===== src/rtl/sync_counter_pkg.sv =====
// Shared types and configuration checks for the parametrised up/down counter.
// Latency: n/a (types and constants only). Backpressure: n/a.
package sync_counter_pkg;

  localparam int MAX_CNT_WIDTH = 32;

  typedef enum logic {
    CNT_DOWN = 1'b0,
    CNT_UP   = 1'b1
  } cnt_dir_e;

  // MODULUS must fit in WIDTH bits: $clog2(2**W) == W is the largest legal value.
  function automatic bit cnt_cfg_legal(input int width, input longint modulus);
    return (width >= 2) && (width <= MAX_CNT_WIDTH) &&
           (modulus >= 2) && ($clog2(modulus) <= width);
  endfunction

endpackage


===== src/rtl/sync_updown_counter_bit_cell.sv =====
// One register bit of the count, with q and its complement held as separate flops.
// Latency: 1 cycle. Backpressure: none; priority is reset > clr > ld > toggle > hold.
module cnt_bit_cell (
  input  logic clk,
  input  logic rst_n,
  input  logic clr,
  input  logic ld,
  input  logic ld_val,
  input  logic t,
  output logic q,
  output logic qb
);

  always_ff @(posedge clk) begin
    if (!rst_n) begin
      q  <= 1'b0;
      qb <= 1'b1;
    end else if (clr) begin
      q  <= 1'b0;
      qb <= 1'b1;
    end else if (ld) begin
      q  <= ld_val;
      qb <= ~ld_val;
    end else if (t) begin
      q  <= ~q;
      qb <= q;
    end
  end

endmodule


===== src/rtl/sync_updown_counter.sv =====
// Modulo-N up/down counter with load, clear, wrap/saturate; optional snapshot via SYNC_UPDOWN_COUNTER_SNAPSHOT_EN.
// Latency: 1 cycle input to q, tc combinational. Backpressure: none, accepts controls every cycle.
module sync_updown_counter
  import sync_counter_pkg::*;
#(
  parameter int     WIDTH    = 8,
  parameter longint MODULUS  = longint'(1) << WIDTH,
  parameter int     SATURATE = 0
) (
  input  logic             clk,
  input  logic             rst_n,
  input  logic             en,
  input  logic             up_dn,
  input  logic             clear,
  input  logic             load,
  input  logic [WIDTH-1:0] load_val,
`ifdef SYNC_UPDOWN_COUNTER_SNAPSHOT_EN
  input  logic             snap_req,
  output logic [WIDTH-1:0] snap_q,
  output logic             snap_vld,
`endif
  output logic [WIDTH-1:0] q,
  output logic [WIDTH-1:0] qb,
  output logic             tc,
  output logic             wrap,
  output logic             sat
);

  if (!cnt_cfg_legal(WIDTH, MODULUS)) begin : g_bad_cfg
    $error("sync_updown_counter: illegal WIDTH/MODULUS combination");
  end
  if (SATURATE != 0 && SATURATE != 1) begin : g_bad_sat
    $error("sync_updown_counter: SATURATE must be 0 or 1");
  end

  localparam logic [WIDTH-1:0] MAX_Q = WIDTH'(MODULUS - 1);
  localparam logic [WIDTH-1:0] ONE   = WIDTH'(1);

  cnt_dir_e         dir;
  logic             at_max;
  logic             at_zero;
  logic [WIDTH-1:0] nxt;
  logic [WIDTH-1:0] tgl;
  logic [WIDTH-1:0] load_clamped;
  logic             wrap_nxt;
  logic             sat_nxt;

  assign dir          = cnt_dir_e'(up_dn);
  assign at_max       = (q == MAX_Q);
  assign at_zero      = (q == '0);
  assign load_clamped = (load_val > MAX_Q) ? MAX_Q : load_val;
  assign tc           = en && (((dir == CNT_UP) && at_max) || ((dir == CNT_DOWN) && at_zero));

  always_comb begin
    nxt      = q;
    wrap_nxt = 1'b0;
    sat_nxt  = 1'b0;
    if (en) begin
      if (dir == CNT_UP) begin
        if (!at_max)             nxt = q + ONE;
        else if (SATURATE != 0)  sat_nxt = 1'b1;
        else begin
          nxt      = '0;
          wrap_nxt = 1'b1;
        end
      end else begin
        if (!at_zero)            nxt = q - ONE;
        else if (SATURATE != 0)  sat_nxt = 1'b1;
        else begin
          nxt      = MAX_Q;
          wrap_nxt = 1'b1;
        end
      end
    end
  end

  // Counting is expressed as per-bit toggles; load/clear override inside each cell.
  assign tgl = q ^ nxt;

  for (genvar i = 0; i < WIDTH; i++) begin : g_bit
    cnt_bit_cell u_cell (
      .clk    (clk),
      .rst_n  (rst_n),
      .clr    (clear),
      .ld     (load),
      .ld_val (load_clamped[i]),
      .t      (tgl[i]),
      .q      (q[i]),
      .qb     (qb[i])
    );
  end

  always_ff @(posedge clk) begin
    if (!rst_n || clear || load) begin
      wrap <= 1'b0;
      sat  <= 1'b0;
    end else begin
      wrap <= wrap_nxt;
      sat  <= sat_nxt;
    end
  end

`ifdef SYNC_UPDOWN_COUNTER_SNAPSHOT_EN
  // Captures the pre-update count; the valid flag is sticky until clear or reset.
  always_ff @(posedge clk) begin
    if (!rst_n) begin
      snap_q   <= '0;
      snap_vld <= 1'b0;
    end else if (clear) begin
      snap_vld <= 1'b0;
    end else if (snap_req) begin
      snap_q   <= q;
      snap_vld <= 1'b1;
    end
  end
`endif

endmodule


===== config.mk =====
export PLATFORM = sky130hd
export DESIGN_NAME = sync_updown_counter
export DESIGN_NICKNAME = d
export VERILOG_FILES = /design/src/rtl/sync_counter_pkg.sv /design/src/rtl/sync_updown_counter_bit_cell.sv /design/src/rtl/sync_updown_counter.sv
export SDC_FILE = /design/constraint.sdc
export NUM_CORES = 1
export LEC_CHECK = 0
export CORE_MARGIN = 2
export CORE_UTILIZATION = 50
export CTS_BUF_LIST = sky130_fd_sc_hd__clkbuf_4 sky130_fd_sc_hd__clkbuf_8
export DETAILED_ROUTE_END_ITERATION = 10
export PLACE_DENSITY = 0.82
export SETUP_SLACK_MARGIN = 0.02
export SYNTH_ARGS = -nofsm -noshare
export SYNTH_HDL_FRONTEND = slang
export SYNTH_SLANG_ARGS = --single-unit

===== constraint.sdc =====
create_clock -name clk -period 2.35 [get_ports clk]
set_input_delay 0.47 -clock clk [delete_from_list [all_inputs] [get_ports clk]]
set_output_delay 0.47 -clock clk [all_outputs]
set_load 0.005 [all_outputs]

==> impl_metrics.env <==
export IMPL_status="finished clean"
export IMPL_clock_sinks=17
export IMPL_die_width_um=53.5
export IMPL_worst_setup_path_end_kind="flop"
export IMPL_r2r_cells=9
export IMPL_start_util_pct=54.3
export IMPL_cap_violations=0
export IMPL_hold_end="g_bit[2].u_cell.qb"
export IMPL_cp_slowest_stage_delay_ns=0.50
export IMPL_yosysWarnings=0
export IMPL_numPortBuffers=31
export IMPL_postRouteAntennaNets=0
export IMPL_drc_errors=0
export IMPL_hold_path_class="flop to flop"
export IMPL_grt_max_degree=23
export IMPL_hold_slack_ns=0.498
export IMPL_rsz0062_at_grt="no"
export IMPL_crit_top_cell="buf_4"
export IMPL_routed_wl_um=3250
export IMPL_cts_tree="built"
export IMPL_max_freq_mhz=444
export IMPL_area_delta_synth_final_pct=29.1
export IMPL_nFillCells=194
export IMPL_io_pins=33
export IMPL_r2r_slack_ns=0.1
export IMPL_drtIter0Drc=38
export IMPL_nets=193
export IMPL_via_per_inst=6.00
export IMPL_grt_antenna_before_repair=0
export IMPL_final_max_slew_viol_count=0
export IMPL_regToRegStartpoint="g_bit[0].u_cell.q"
export IMPL_postSynthAreaPerCell_sq_um=8.27
export IMPL_die_h_um=53.5
export IMPL_syn_num_nets=165
export IMPL_cts_max_path_buffers=2
export IMPL_hold_path_startpoint="g_bit[2].u_cell.qb"
export IMPL_hpwlAfterDp_um=2370
export IMPL_cts_buffers=3
export IMPL_clk_latency_ns=0.29
export IMPL_powerDensity_nw_per_um2=452
export IMPL_syn_area_sq_um=1220
export IMPL_hold_viol=0
export IMPL_postSynthCellCount=148
export IMPL_dr_pass1_iters=5
export IMPL_grt_pass1_vias=1172
export IMPL_fin_skew_ns=0.00333
export IMPL_h_tree_depth=1
export IMPL_ir_drop_mv=0.297
export IMPL_required_ns=2.52
export IMPL_seq_area_sq_um=350
export IMPL_coreArea_sq_um=2250
export IMPL_fin_crit_sh_pct=95.7
export IMPL_wl_per_cell_um=16.0
export IMPL_hold_depth=2
export IMPL_synth_cell_type_count=46
export IMPL_die_area_sq_um=2860
export IMPL_cts_root_buf="clkbuf_4"
export IMPL_path_class="flop to flop"
export IMPL_final_layout_size_suffix_gt1_share_pct=22.9
export IMPL_antenna_diode_count=0
export IMPL_critPathTopFamily="simple AND/OR/NAND/NOR gates"
export IMPL_relSlewSlack_pct=65.3
export IMPL_p_leak_nw=0.615
export IMPL_grt_pass1_wl_um=5180
export IMPL_r2r_end="g_bit[5].u_cell.qb"
export IMPL_crit_path_max_fanout=4
export IMPL_ys_seq_area_share_pct=27.8
export IMPL_finalSetupViolCount=0
export IMPL_globalplace_congestion=0.891
export IMPL_core_rowCount=17
export IMPL_vias=1219
export IMPL_finish_utilization_pct=70.1
export IMPL_multi_input_area_sq_um=688
export IMPL_cp_cell_sequence="inv_2 -> ha_1 -> nor2b_4 -> and3_4 -> buf_4 -> buf_4 -> o41ai_2 -> nor4b_1 -> a311oi_1"
export IMPL_synth_seq_cells=17
export IMPL_crit_slowest_cell="o41ai_2"
export IMPL_path_clk_slew_ns=0.11
export IMPL_startpoint_type="flop"
export IMPL_critPathArrivalTime_ns=2.42
export IMPL_worst_pin_slew_ns=0.520
export IMPL_fin_crit_ns=2.25
export IMPL_cp_num_buf_inv=3
export IMPL_grt_use_total_pct=25.2
export IMPL_p_total_w=0.000714
export IMPL_grt_overflow=0
registers in the layout, indices dropped and copies added, names as in the netlist:
signal	flops
wrap	1
g_bit.u_cell.qb	8
g_bit.u_cell.q	8
where the power goes:
| part | internal (W) | switching, W |
|---|---|---|
| logic | 0.000116 | 0.0000965 |
| registers | 0.000302 | 0.0000200 |
| clock network | 0.0000776 | 0.000101 |
| total | 0.000496 | 0.000218 |
worst register-to-register path: cells and delay by family (launching register included):
| kind | cells | cell delay, ns |
|---|---|---|
| AND/OR/NAND/NOR | 3 | 0.63 |
| AO/OA/AOI/OAI | 2 | 0.59 |
| flip-flops | 1 | 0.38 |
| buffers and inverters | 3 | 0.33 |
| adder cells (fa/ha/maj) | 1 | 0.20 |
per-layer routing:
layer | vias to the layer above | GRT usage (%) | wire length, um
met5 | - | 0 | 0
met3 | 9 | 4.52 | 158
met1 | 582 | 28.8 | 1410
met2 | 45 | 44.7 | 1620
li1 | 583 | - | -
met4 | 0 | 11.5 | 57
cell usage in the layout (no fill, tap or decap), drive strengths merged, types with 3 or more instances in the layout:
| master | instances |
|---|---|
| a211oi | 5 |
| xor2 | 4 |
| a21oi | 8 |
| o21ai | 8 |
| buf | 19 |
| o211ai | 3 |
| dfxtp | 17 |
| clkdlybuf4s50 | 29 |
| nor4 | 7 |
| nor2 | 9 |
| ha | 3 |
| clkbuf | 4 |
| inv | 6 |
| nand2 | 10 |
| nand4 | 3 |
| nor4b | 3 |
| a311oi | 3 |
final cells by class:
| class | instances | share of cell area [%] |
|---|---|---|
| Tap cell | 28 | 2.22 |
| Clock buffer | 4 | 1.90 |
| Sequential cell | 17 | 22.2 |
| Timing Repair Buffer | 50 | 28.5 |
| Inverter | 7 | 1.66 |
| Multi-Input combinational cell | 97 | 43.5 |
worst max path at each step:
stage / start / to / slack [ns] / cells past startpoint
after CTS: g_bit[1].u_cell.q / g_bit[5].u_cell.qb / 0.10 / 9
after global placement: up_dn / tc / -0.07 / 6
final: g_bit[0].u_cell.q / g_bit[5].u_cell.qb / 0.1 / 9
after detailed placement: up_dn / g_bit[5].u_cell.qb / -0.13 / 7
after floorplan: g_bit[0].u_cell.q / g_bit[3].u_cell.qb / 0.33 / 9
after global routing: g_bit[0].u_cell.q / g_bit[5].u_cell.qb / 0.02 / 9
what timing repair did:
| item | in CTS | in global routing |
|---|---|---|
| hold buffers | 0 | 0 |
| setup endpoints to repair | 1 | 2 |
| pin swaps | 3 | 2 |
| setup buffers | 3 | 1 |
| resized for setup | 14 | 2 |
cells by family after synthesis:
logic type	synth area share, %
simple gates	20.3
compound gates	25.6
buf+inv	18.5
flops	27.8
xor+xnor	3.58
fa+ha+maj	3.07
other cells	0.306
mux	0.818
cells in the mapped netlist (all sizes together):
cell / count / share of area [%]
a211oi: 5 / 3.1
a21o: 1 / 0.61
a21oi: 8 / 3.3
a22o: 1 / 0.72
a22oi: 1 / 0.61
a311oi: 3 / 2.1
a31o: 1 / 0.72
a31oi: 1 / 0.51
and3: 2 / 1.0
and4: 1 / 0.82
buf: 22 / 14
clkbuf: 5 / 2.5
clkinv: 1 / 0.31
conb: 1 / 0.31
dfxtp: 17 / 28
ha: 3 / 3.1
inv: 6 / 1.8
mux2i: 1 / 0.82
nand2: 10 / 3.1
nand2b: 1 / 0.51
nand3: 2 / 0.82
nand4: 3 / 1.5
nor2: 9 / 2.8
nor2b: 2 / 1.0
nor3: 2 / 0.82
nor3b: 2 / 1.2
nor4: 7 / 4.1
nor4b: 3 / 2.1
o211ai: 3 / 1.8
o21a: 1 / 0.61
o21ai: 8 / 3.3
o21bai: 2 / 1.2
o221a: 1 / 0.92
o22ai: 1 / 0.51
o311ai: 1 / 1.3
o31ai: 1 / 0.61
o41a: 1 / 0.92
o41ai: 2 / 2.7
or3: 1 / 0.51
xnor2: 1 / 0.72
xor2: 4 / 2.9
through the flow:
stage	cells	instance area [sq um]	TNS, ns	worst slack [ns]
2_1_floorplan	148	1220	0	0.332
3_3_place_gp	195	1480	-0.0659	-0.0659
3_5_place_dp	195	1480	-0.331	-0.127
4_1_cts	202	1560	0	0.101
5_1_grt	203	1580	0	0.0223
6_report	203	1580	0	0.100
Note: power is estimated with default switching activity, not from simulation.
